$ cat src/rtl/uart_pkg.sv
// Shared UART definitions: receiver FSM encoding, baud divisor helper and
// the frame data width common to the transmitter and receiver.
package uart_pkg;

    localparam int DATA_BITS = 8;

    typedef enum logic [2:0] {
        IDLE,
        START,
        DATA,
        PARITY,
        STOP
    } rx_state_t;

    function automatic int calc_baud_div(input int clk_freq, input int baud_rate);
        return clk_freq / baud_rate;
    endfunction

endpackage

$ cat src/rtl/uart_rx_sync.sv
// Two-flop synchronizer for an asynchronous RX line plus an edge register.
// All flops reset to 1 so that an idle line never looks like a start edge.
module uart_rx_sync (
    input  logic clk,
    input  logic rst_n,
    input  logic rx_in,
    output logic rx_sync,
    output logic fall_edge
);

    logic sync_p0;
    logic sync_p1;
    logic sync_p2;

    always_ff @(posedge clk or negedge rst_n) begin
        if (!rst_n) begin
            sync_p0 <= 1'b1;
            sync_p1 <= 1'b1;
            sync_p2 <= 1'b1;
        end else begin
            sync_p0 <= rx_in;
            sync_p1 <= sync_p0;
            sync_p2 <= sync_p1;
        end
    end

    assign rx_sync   = sync_p1;
    assign fall_edge = sync_p2 & ~sync_p1;

endmodule

$ cat src/rtl/one_byte_uart_rx.sv
// Single-byte 8N1 UART receiver, LSB first, mid-bit sampling on the system clock.
// Optional parity check (PARITY state, PARITY_ODD selects odd) under UART_RX_PARITY_EN.
module one_byte_uart_rx
    import uart_pkg::*;
#(
    parameter int CLK_FREQ   = 50000000,
    parameter int BAUD_RATE  = 115200,
    parameter int PARITY_ODD = 0
) (
    input  logic                 clk,
    input  logic                 rst_n,
    input  logic                 rx_in,
    output logic [DATA_BITS-1:0] rx_data,
    output logic                 rx_valid,
    output logic                 rx_frame_err,
    output logic                 rx_busy,
    output logic                 rx_parity_err
);

    localparam int BAUD_DIV = calc_baud_div(CLK_FREQ, BAUD_RATE);
    localparam int HALF_DIV = BAUD_DIV / 2;
    localparam int CNT_W    = $clog2(BAUD_DIV);
    localparam int BIT_W    = $clog2(DATA_BITS);

    localparam logic [CNT_W-1:0] BAUD_LAST = CNT_W'(BAUD_DIV - 1);
    localparam logic [CNT_W-1:0] HALF_LAST = CNT_W'(HALF_DIV - 1);
    localparam logic [BIT_W-1:0] BIT_LAST  = BIT_W'(DATA_BITS - 1);

    logic rx_sync;
    logic fall_edge;

    uart_rx_sync u_sync (
        .clk       (clk),
        .rst_n     (rst_n),
        .rx_in     (rx_in),
        .rx_sync   (rx_sync),
        .fall_edge (fall_edge)
    );

    rx_state_t            state;
    rx_state_t            state_n;
    logic [CNT_W-1:0]     baud_cnt;
    logic [CNT_W-1:0]     baud_n;
    logic [BIT_W-1:0]     bit_cnt;
    logic [BIT_W-1:0]     bit_n;
    logic [DATA_BITS-1:0] shift_reg;
    logic [DATA_BITS-1:0] shift_n;
    logic [DATA_BITS-1:0] data_n;
    logic                 valid_n;
    logic                 ferr_n;
    logic                 baud_last;

`ifdef UART_RX_PARITY_EN
    logic par_bit;
    logic par_n;
    logic perr_n;
    logic par_bad;

    assign par_bad = ((^shift_reg) ^ par_bit) != PARITY_ODD[0];
`endif

    assign baud_last = (baud_cnt == BAUD_LAST);
    assign rx_busy   = (state != IDLE);

    always_ff @(posedge clk or negedge rst_n) begin
        if (!rst_n) begin
            state        <= IDLE;
            baud_cnt     <= '0;
            bit_cnt      <= '0;
            rx_data      <= '0;
            rx_valid     <= 1'b0;
            rx_frame_err <= 1'b0;
`ifdef UART_RX_PARITY_EN
            rx_parity_err <= 1'b0;
`endif
        end else begin
            state        <= state_n;
            baud_cnt     <= baud_n;
            bit_cnt      <= bit_n;
            rx_data      <= data_n;
            rx_valid     <= valid_n;
            rx_frame_err <= ferr_n;
`ifdef UART_RX_PARITY_EN
            rx_parity_err <= perr_n;
`endif
        end
    end

    // Shift register and parity sample are pure data; they are only read after being filled.
    always_ff @(posedge clk) begin
        shift_reg <= shift_n;
`ifdef UART_RX_PARITY_EN
        par_bit   <= par_n;
`endif
    end

    always_comb begin
        state_n = state;
        baud_n  = baud_last ? '0 : baud_cnt + 1'b1;
        bit_n   = bit_cnt;
        shift_n = shift_reg;
        data_n  = rx_data;
        valid_n = 1'b0;
        ferr_n  = 1'b0;
`ifdef UART_RX_PARITY_EN
        par_n   = par_bit;
        perr_n  = 1'b0;
`endif
        case (state)
            IDLE: begin
                baud_n = '0;
                bit_n  = '0;
                if (fall_edge) begin
                    state_n = START;
                end
            end
            START: begin
                if (baud_cnt == HALF_LAST) begin
                    baud_n  = '0;
                    bit_n   = '0;
                    state_n = rx_sync ? IDLE : DATA;
                end
            end
            DATA: begin
                if (baud_last) begin
                    shift_n = {rx_sync, shift_reg[DATA_BITS-1:1]};
                    bit_n   = bit_cnt + 1'b1;
                    if (bit_cnt == BIT_LAST) begin
`ifdef UART_RX_PARITY_EN
                        state_n = PARITY;
`else
                        state_n = STOP;
`endif
                    end
                end
            end
`ifdef UART_RX_PARITY_EN
            PARITY: begin
                if (baud_last) begin
                    par_n   = rx_sync;
                    state_n = STOP;
                end
            end
`endif
            STOP: begin
                // Leave at mid-stop so a start bit right after the stop bit is still seen.
                if (baud_last) begin
                    state_n = IDLE;
                    baud_n  = '0;
                    if (!rx_sync) begin
                        ferr_n = 1'b1;
`ifdef UART_RX_PARITY_EN
                    end else if (par_bad) begin
                        perr_n = 1'b1;
`endif
                    end else begin
                        data_n  = shift_reg;
                        valid_n = 1'b1;
                    end
                end
            end
            default: begin
                state_n = IDLE;
                baud_n  = '0;
                bit_n   = '0;
            end
        endcase
    end

`ifndef UART_RX_PARITY_EN
    assign rx_parity_err = 1'b0 & PARITY_ODD[0];
`endif

endmodule

$ cat config.mk
export PLATFORM = sky130hd
export DESIGN_NAME = one_byte_uart_rx
export DESIGN_NICKNAME = d
export VERILOG_FILES = /design/src/rtl/uart_pkg.sv /design/src/rtl/uart_rx_sync.sv /design/src/rtl/one_byte_uart_rx.sv
export SDC_FILE = /design/constraint.sdc
export NUM_CORES = 1
export LEC_CHECK = 0
export ABC_AREA = 1
export CAP_MARGIN = 10
export CORE_UTILIZATION = 50
export DETAILED_ROUTE_END_ITERATION = 10
export PLACE_DENSITY = 0.71
export SYNTH_ARGS = -nofsm -noshare
export SYNTH_HDL_FRONTEND = slang
export SYNTH_HIERARCHICAL = 1
export SYNTH_SLANG_ARGS = --single-unit
$ cat constraint.sdc
create_clock -name clk -period 2.35 [get_ports clk]
set_input_delay 0.47 -clock clk [delete_from_list [all_inputs] [get_ports clk]]
set_output_delay 0.47 -clock clk [all_outputs]
set_load 0.1 [all_outputs]
# Yosys cells after proc, flatten, opt, wreduce, memory -nomap -nowiden
# Index checks and enable logic that the tools add are counted.
[op_classes]
add_sub_neg = 2
n_eq_ne = 11
muxes = 20
n_bitwise = 3
reduce_logical = 6
[op_table]
columns = ["op", "count"]
rows = [
  ["$mux W9", 3],
  ["$pmux W9 S3", 1],
  ["$mux W3", 7],
  ["$pmux W3 S4", 1],
  ["$ne A2 B2 Y1 const B", 5],
  ["$add A9 B1 Y9 const B", 1],
  ["$eq A9 B8 Y1 const B", 1],
  ["$eq A9 B9 Y1 const B", 1],
  ["$pmux W3 S3", 1],
  ["$eq A3 B3 Y1 const B", 2],
  ["$mux W1", 6],
  ["$reduce_and A3 Y1", 2],
  ["$reduce_and A5 Y1", 1],
  ["$add A3 B1 Y3 const B", 1],
  ["$eq A3 B1 Y1 const B", 1],
  ["$eq A3 B2 Y1 const B", 1],
  ["$logic_not A3 Y1", 1],
  ["$reduce_bool A3 Y1", 1],
  ["$mux W2", 1],
  ["$not A1 Y1", 2],
  ["$reduce_and A2 Y1", 1],
  ["$and A1 B1 Y1", 1],
]
[word_totals]
reg_bits = 36
in_bits = 3
output_inout_bits = 12
wordCells = 52

# Depth between registers and ports, before layout
# Gate-level depths: netlist of the first run.
[depth]
ltp_word = 4
depth_mapped = 9
depth_no_buf = 9

# By module
# The synthesis of the first run kept the hierarchy.
[modules_own_cells]
columns = ["mod", "instances", "cells_per_inst", "area_each_um2", "seq_area_each_um2"]
rows = [
  ["one_byte_uart_rx", 1, 165, 1571.5, 865.8],
  ["uart_rx_sync", 1, 5, 88.8, 78.8],
]

# Worst setup path after synthesis of the first run
# Ideal clock, no wire load.
[synth_path]
path_type = "register to register"
from = "register baud_cnt[1]"
to = "register shift_reg[0] (enable)"
setup_time_ps = 370
t_arrival_ps = 1266
t_required_ps = 1980
slack_ps = 714
path_stages_with_launch = 7
path_buffers = 0
synth_period_minus_slack_ps = 1636
cell_sequence = "dfrtp_1 inv_1 ha_1 nand2_1 nor2_4 nand2_4 nor2_1"
[synth_between]
elab_chain_len = 2
[synth_rtl]
columns = ["item", "line_no", "rtl"]
rows = [
  ["start, declared", "one_byte_uart_rx.sv:42", "logic [CNT_W-1:0] baud_cnt;"],
  ["start signal, assigned", "one_byte_uart_rx.sv:78", "baud_cnt <= baud_n;"],
  ["$eq A9 B9 Y1", "one_byte_uart_rx.sv:62", "assign baud_last = (baud_cnt == BAUD_LAST);"],
  ["$reduce_and A2 Y1 (no line)", "-", ""],
  ["end signal, assigned", "one_byte_uart_rx.sv:91", "shift_reg <= shift_n;"],
  ["end, declared", "one_byte_uart_rx.sv:46", "logic [DATA_BITS-1:0] shift_reg;"],
]
# No other way between the ends.
# A chain may end at the register's enable or synchronous reset.

# Worst setup path in the final report of the first run
[layout_path]
from = "register baud_cnt[1]"
to = "register shift_reg[2] (enable)"
# Same word-level chain as after synthesis.

==> results.toml, run 1 <==
[clock_tree]
clkLatencyLatePin_ps = 330
htreeDepth = 2
cts_tree = "done"
postCtsSetupBuffers = 0
clock_path_buffers = 2
cts_root_buf = "clkbuf_4"
cts-buffers-inserted = 5
ctsResizeCount = 0
clock_sinks = 36
cts.clk_slew.worst_paths_ps = 110
postCtsHoldBufs = 0

[logic_synthesis]
synth_compound_area_frac = 0.0580
synth_top_family_by_area = "simple AND/OR/NAND/NOR gates"
ys_types = 28
synth_top_area_frac = 0.377
synth-simple-area-share = 0.252
synthMuxAreaShare = 0
synthArstFlopShare = 0.778
synth_area_sq_um = 1660
yosys.area.top_type = "dfrtp_1"
synthXorXnorAreaFrac = 0.0264
ys_warn_count = 6
ys.flop_type = "dfrtp_1"
synth_enable_flop_cells = 8
ys_seq_elements = 36
yosysSeqAreaShare = 0.569
yosys-top-cells-area = "dfrtp_1, edfxtp_1, nand2_1, dfstp_2, inv_1"
syn_nets = 178
postSynthAreaPerCell_sq_um = 9.77
synth-adder-area-share = 0.0377
synthCells = 170

[place]
post-place-ws_ps = 538
dpl_cell_area_sq_um = 1810
gp_congestion = 0.803
io_buffers = 13
hpwl_um = 2090

[timing]
slew_viol_final = 0
rsz0062_at_grt = "false"
finalSetupTns_ps = 0
fin_skew_ps = 6.49
worst_pin_slew_ps = 609
max_freq_mhz = 557
period_minus_slack_ps = 1800
max_slew_margin = 0.592
setup_viol = 0
setup_ws_ps = 554
finalHoldViolCount = 0
min_period_over_period = 0.764

[worst_setup_path]
crit_arrival_ps = 1770
crit_required_ps = 2330
critical_path_class = "reg -> reg"
start_kind = "flop"
cp_max_fo = 8
ff2ff_setup_slack_ps = 550
cp-end-kind = "flop"

[global_route]
antenna_found_initial = 0
grt_usage = 0.188
grt_start_max_net_pins = 29
grt_pass1_vias = 1088
gr-total-overflow = 0
grt_pass1_wl_um = 4790

[floorplan]
die_w_um = 59.6
dieHeight_um = 59.6
top_level_ports = 15
core_sq_um = 3100
rows = 20
dieArea_sq_um = 3560
initial_core_util = 0.535

[cells_and_area]
diodes = 0
nets = 197
mostFrequentLayoutCells = "nand2_1, dfrtp_1, inv_1"
finalInstanceArea_sq_um = 1880
syn2layout_area_growth_pct = 13.4
final_common_cell = "nand2_1"
layout-drive-gt1-share = 0.195
largest_register_ffs = 9
postLayoutCoreUtil = 0.607

[power]
p_clk_frac = 0.256
finalPower_mw = 1.65
p_seq_frac = 0.452
intPower_mw = 1.05
powerDensity_nw_per_um2 = 878
pwr-share-comb = 0.291
p_sw_frac = 0.366
power_switching_mw = 0.606
ir_worst_vdd_v = 0.000417
power.leakage_nw = 0.945

[flow_run]
max_cap_viol_count = 0

[route]
vias_per_cell = 5.06
drt_iter0_drc = 52
finalWirelength_um = 2860
route.detailed.drc = 0
post_drt_wl_per_cell_um = 12.2
vias = 1184
drtAntennaViolNets = 0
drt_first_pass_iters = 4

[status]
outcome = "finished, final reports clean"

[hold_path]
hold_class = "reg -> reg"
==> path summary, 6_finish.rpt <==
path / cells after the start / to / start
setup / recovery: 6 / shift_reg[2] / baud_cnt[1]
hold reg to reg: 0 / u_sync/rx_sync / u_sync/sync_p0
max in group asynchronous: 2 / u_sync/rx_sync / rst_n
min in group asynchronous: 2 / bit_cnt[2] / rst_n
setup reg to reg: 6 / shift_reg[2] / baud_cnt[1]
hold / removal: 0 / u_sync/rx_sync / u_sync/sync_p0
==> through the flow <==
stage	std cells	hold WS, ps
2_1_floorplan	170	174
3_3_place_gp	226	348
3_5_place_dp	226	350
4_1_cts	234	366
5_1_grt	234	368
6_report	234	364
==> logic make-up after synthesis <==
group	count (synthesis)
compound gates	18
xor+xnor	5
fa+ha+maj	5
buf+inv	21
flops	36
other cells	1
simple gates	84
==> critical path: stages, from the launching register on <==
cell and delay, ps:
dfrtp_1 410, inv_1 80, ha_1 140, nand2_1 80, nor2_4 170, nand2_4 80, nor2_1 480
==> area by class of cell <==
cell class,count,area [sq um]
Clock buffer,6,41.3
Clock inverter,2,35.0
Fill cell,274,1220
Inverter,19,71.3
Multi-Input combinational cell,113,626
Sequential cell,36,945
Tap cell,44,55.1
Timing Repair Buffer,14,110
==> metal layers <==
metal / up-vias / part of all wire / wire [um] / GRT usage
met1: 572 / 0.46 / 1310 / 0.249
met3: 5 / 0.029 / 84 / 0.0459
met2: 21 / 0.50 / 1430 / 0.294
li1: 586 / - / - / -
met5: - / 0 / 0 / 0
met4: 0 / 0.014 / 39 / 0.0797
==> cells in the mapped netlist (4+ instances only) <==
library cell / instances
a21oi_1: 7
dfrtp_1: 25
edfxtp_1: 8
ha_1: 5
inv_1: 18
nand2_1: 46
nand2_2: 4
nand3_1: 8
nand4_1: 5
nor2_1: 10
o21ai_0: 9
xor2_1: 4
==> power groups by stage <==
stage	logic (mW)	registers (mW)	clock network, mW
floorplan	0.396	0.749	0
global placement	0.469	0.756	0
detailed placement	0.481	0.761	0
CTS	0.482	0.748	0.435
global route	0.541	0.756	0.459
finish	0.482	0.747	0.424
No activity file was read; power rests on OpenSTA's default activity.
==> run 2: changes to the inputs <==
--- a/config.mk
+++ b/config.mk
@@ -9,7 +9,7 @@
 export CAP_MARGIN = 10
 export CORE_UTILIZATION = 50
 export DETAILED_ROUTE_END_ITERATION = 10
-export PLACE_DENSITY = 0.71
+export PLACE_DENSITY = 0.74
 export SYNTH_ARGS = -nofsm -noshare
 export SYNTH_HDL_FRONTEND = slang
 export SYNTH_HIERARCHICAL = 1
==> constraint.sdc (replaced) <==
create_clock -name clk -period 1.58 [get_ports clk]
set_input_delay 0.316 -clock clk [delete_from_list [all_inputs] [get_ports clk]]
set_output_delay 0.316 -clock clk [all_outputs]
set_load 0.1 [all_outputs]
==> run 2 against run 1 <==
Net effect:
- maximum frequency increased by 18%
- clock power increased by 9.9%
- hold slack got worse by 0.86 ps
- global-route usage up 2.3 points
- sequential power rose by 51%
- sequential share of layout area down 5.7 points
- utilization rose by 7.8 points
- final cell count up 3.0%
- critical path depth is 3 higher
- largest power group unchanged
==> results.toml, run 2 (synthesis gave the netlist of run 1 again) <==
[worst_setup_path]
crit_arrival_ps = 1760
reg2reg_from = "baud_cnt[1]"
cpLargestDelayFamily = "flip-flops"
path_buf_inv = 3
critical_path_class = "reg -> reg"
worstSetupEndpoint = "rx_data[0]"
cp-end-kind = "flop"
ff2ff_setup_slack_ps = 60
slowest_stage = "dfrtp_1"
crit_required_ps = 1820
rr_worst_depth = 9
start_kind = "flop"
worstPathCellList = "inv_2 > ha_4 > nand2_2 > nor2_4 > buf_6 > nand3_4 > buf_12 > o21ai_0 > nand2_1"
cp_max_fo = 6
cp.depth = 9
worst_path_largest_cell_delay_ps = 420
rr_endpoint = "rx_data[0]"
startpoint = "baud_cnt[1]"

[timing]
setup_ws_ps = 56.8
finalHoldViolCount = 0
setup_viol = 0
min_period_over_period = 0.964
fin_hold_ws_ps = 363
slew_viol_final = 0
period_minus_slack_ps = 1520
rsz0062_at_grt = "true"
max_freq_mhz = 657
fin_skew_ps = 8.87

[route]
finalWirelength_um = 3270
post_drt_wl_per_cell_um = 13.6
drt_iter0_drc = 31
drtAntennaViolNets = 0
route.detailed.drc = 0
drt_first_pass_iters = 4
vias_per_cell = 5.13
vias = 1236

[power]
power.leakage_nw = 1.00
ir_worst_vdd_v = 0.000708
powerDensity_nw_per_um2 = 1170

[global_route]
grt_start_max_net_pins = 29
grt_usage = 0.211
antenna_found_initial = 0
grt_pass1_vias = 1244
grt_pass1_wl_um = 5290
gr-total-overflow = 0

[clock_tree]
cts_root_buf = "clkbuf_4"
clock_path_buffers = 2
htreeDepth = 2
cts_tree = "done"
cts.clk_slew.worst_paths_ps = 100
clkLatencyLatePin_ps = 340
clock_sinks = 36
cts-buffers-inserted = 5

[floorplan]
core_sq_um = 3100
dieHeight_um = 59.6
rows = 20
die_w_um = 59.6
dieArea_sq_um = 3560
initial_core_util = 0.535
top_level_ports = 15

[place]
dp_cells = 228
io_buffers = 13
post-place-ws_ps = -16.1
gp_congestion = 0.808
hpwl_um = 2190

[cells_and_area]
fillCellCount = 258
syn2layout_area_growth_pct = 28.0
layout-drive-gt1-share = 0.284
diodes = 0
mostFrequentLayoutCells = "nand2_1, dfrtp_1, inv_1"
ff_latch_area_sq_um = 946
multiInputGateArea_sq_um = 696
largest_register_ffs = 9
nets = 204
final_common_cell = "nand2_1"
final_cells = 241

[hold_path]
hold_class = "in -> async"

[flow_run]
max_cap_viol_count = 0

[status]
outcome = "finished, final reports clean"
run 2: area by class of cell:
type	count	share of cell area
multi-input cells	114	0.327
clock buffers	8	0.0230
repair buffers	20	0.145
well taps	44	0.0259
inverters	19	0.0335
flip-flops and latches	36	0.445
run 2: metrics by stage:
stage,utilization,area [sq um],power [mW],TNS [ps]
after global placement,0.632,1960,1.89,0
after floorplan,-,1660,1.70,0
after CTS,0.652,2020,2.41,0
after detailed placement,0.632,1960,1.93,-128
after global routing,0.685,2130,2.63,-174
final,0.685,2130,2.49,0
run 2: repair_timing:
| action | in CTS | in global routing |
|---|---|---|
| hold buffers | 0 | 0 |
| buffers inserted | 1 | 3 |
| resized for setup | 1 | 24 |
| endpoints found under the setup margin | 9 | 15 |
| pin swaps | 1 | 3 |
| cloned | 0 | 1 |
run 2: routing by layer:
metal  global-route usage  vias up  wire, um
li1                     -      594         -
met1                0.220      607      1390
met2                0.369       27      1670
met3               0.0633        8       112
met4                0.130        0        95
met5                    0        -         0
run 2: worst min-delay path by stage:
stage | startpoint | endpoint | slack, ps | depth (start not counted)
after floorplan | rst_n | baud_cnt[0] | 20 | 0
after global placement | u_sync/sync_p0 | u_sync/rx_sync | 350 | 0
after detailed placement | u_sync/sync_p0 | u_sync/rx_sync | 350 | 0
after CTS | u_sync/sync_p0 | u_sync/rx_sync | 370 | 0
after global routing | u_sync/sync_p0 | u_sync/rx_sync | 370 | 0
final | rst_n | rx_data[5] | 360 | 2
run 2: report_power, final:
| group | total (mW) | internal (mW) | switching (mW) |
|---|---|---|---|
| registers | 1.13 | 1.03 | 0.0969 |
| logic | 0.893 | 0.306 | 0.587 |
| clock network | 0.466 | 0.177 | 0.289 |
==> run 3: changes to the inputs <==
--- a/config.mk
+++ b/config.mk
@@ -9,7 +9,7 @@
 export CAP_MARGIN = 10
 export CORE_UTILIZATION = 50
 export DETAILED_ROUTE_END_ITERATION = 10
-export PLACE_DENSITY = 0.74
+export PLACE_DENSITY_LB_ADDON = 0.12
 export SYNTH_ARGS = -nofsm -noshare
 export SYNTH_HDL_FRONTEND = slang
 export SYNTH_HIERARCHICAL = 1
==> run 3 against run 2 <==
Net effect:
- maximum frequency grew 1.3%
- global-route usage shrank 2.2 points
- largest power group unchanged
- power grew 0.25%
- final cell count grew 0.83%
==> results.toml, run 3 (synthesis gave the netlist of run 1 again) <==
[status]
outcome = "finished, final reports clean"

[timing]
fin_skew_ps = 21.8
slew_viol_final = 0
finalHoldViolCount = 0
max_freq_mhz = 665
setup_viol = 0
min_period_over_period = 0.952
period_minus_slack_ps = 1500
setup_ws_ps = 76.4

[place]
post-place-ws_ps = 30.5
dpl_cell_area_sq_um = 1960
hpwl_um = 1970
gp_congestion = 0.858
io_buffers = 13

[power]
ir_worst_vdd_v = 0.000540
powerDensity_nw_per_um2 = 1180
power.leakage_nw = 1.01

[global_route]
grt_start_max_net_pins = 29
antenna_found_initial = 0
grt_pass1_wl_um = 4750
gr-total-overflow = 0
grt_usage = 0.188
grt_pass1_vias = 1091

[floorplan]
initial_core_util = 0.535
dieArea_sq_um = 3560
rows = 20
dieHeight_um = 59.6
top_level_ports = 15
core_sq_um = 3100
die_w_um = 59.6

[route]
vias = 1247
route.detailed.drc = 0
post_drt_wl_per_cell_um = 12.4
vias_per_cell = 5.13
finalWirelength_um = 3010
drt_first_pass_iters = 4
drtAntennaViolNets = 0
drt_iter0_drc = 50

[worst_setup_path]
cp_max_fo = 2
critical_path_class = "reg -> out"
ff2ff_setup_slack_ps = 100
start_kind = "flop"
crit_arrival_ps = 1190
rr_endpoint = "rx_data[7]"
rr_worst_depth = 8
cp-end-kind = "output port"
crit_required_ps = 1260
reg2reg_from = "baud_cnt[1]"

[clock_tree]
cts_tree = "done"
cts_root_buf = "clkbuf_4"
cts.clk_slew.worst_paths_ps = 120
clock_sinks = 36
clock_path_buffers = 2
postCtsHoldBufs = 0
htreeDepth = 2
clkLatencyLatePin_ps = 350
cts-buffers-inserted = 5

[cells_and_area]
finalInstanceArea_sq_um = 2110
diodes = 0
ff_latch_area_sq_um = 945
fillCellCount = 267
nets = 206
multiInputGateArea_sq_um = 668
syn2layout_area_growth_pct = 26.8
largest_register_ffs = 9
final_common_cell = "nand2_1"
layout-drive-gt1-share = 0.251
mostFrequentLayoutCells = "nand2_1, dfrtp_1, inv_1"

[flow_run]
max_cap_viol_count = 0

[hold_path]
hold_class = "in -> async"
-- run 3: final cells by class --
class | instances | area share
clock buffer | 7 | 0.0261
inverter | 19 | 0.0339
timing repair buffer | 21 | 0.144
multi-input combinational | 115 | 0.317
tap | 44 | 0.0261
clock inverter | 1 | 0.00357
sequential | 36 | 0.449
-- run 3: worst max path at each step --
stage                     start           end  slack (ps)  cells past startpoint
floorplan              state[1]      state[0]          60                      3
global placement    baud_cnt[1]  shift_reg[7]          70                      6
detailed placement  baud_cnt[1]  shift_reg[4]          30                      6
CTS                 baud_cnt[1]  shift_reg[4]          20                      6
global route        baud_cnt[1]    rx_data[0]          -6                      8
finish                 state[0]       rx_busy          80                      3
-- run 3: stage by stage --
step                TNS (ps)  power [mW]  hold slack (ps)  cells  utilization
global placement           0        1.89              349    228        0.632
detailed placement         0        1.91              351    228        0.632
global route           -8.97        2.66              337    243        0.679
CTS                        0        2.45              326    237        0.655
floorplan                  0        1.70             20.4    170            -
finish                     0        2.50              325    243        0.679
-- run 3: worst max-delay path, stage by stage, from the launching register on --
cell     delay (ps)
dfrtp_1         410
nor2_2          130
nand2_1         110
buf_12          190
-- run 3: report_power, final --
group	internal, mW	switching [mW]	total, mW
clock	0.218	0.298	0.516
sequential	1.03	0.0690	1.10
combinational	0.310	0.571	0.880
-- run 3: repair_timing --
action                     4_1_cts  5_1_grt
resized for setup                0        8
setup endpoints to repair        1       20
setup buffers                    1        4
gates cloned                     0        2
pin swaps                        1        4
-- run 3: routing by layer --
layer / wire [um] / share of wire / track usage
met5: 0 / 0 / 0
met2: 1500 / 0.50 / 0.294
met4: 41 / 0.014 / 0.0797
met3: 139 / 0.046 / 0.0655
met1: 1320 / 0.44 / 0.239
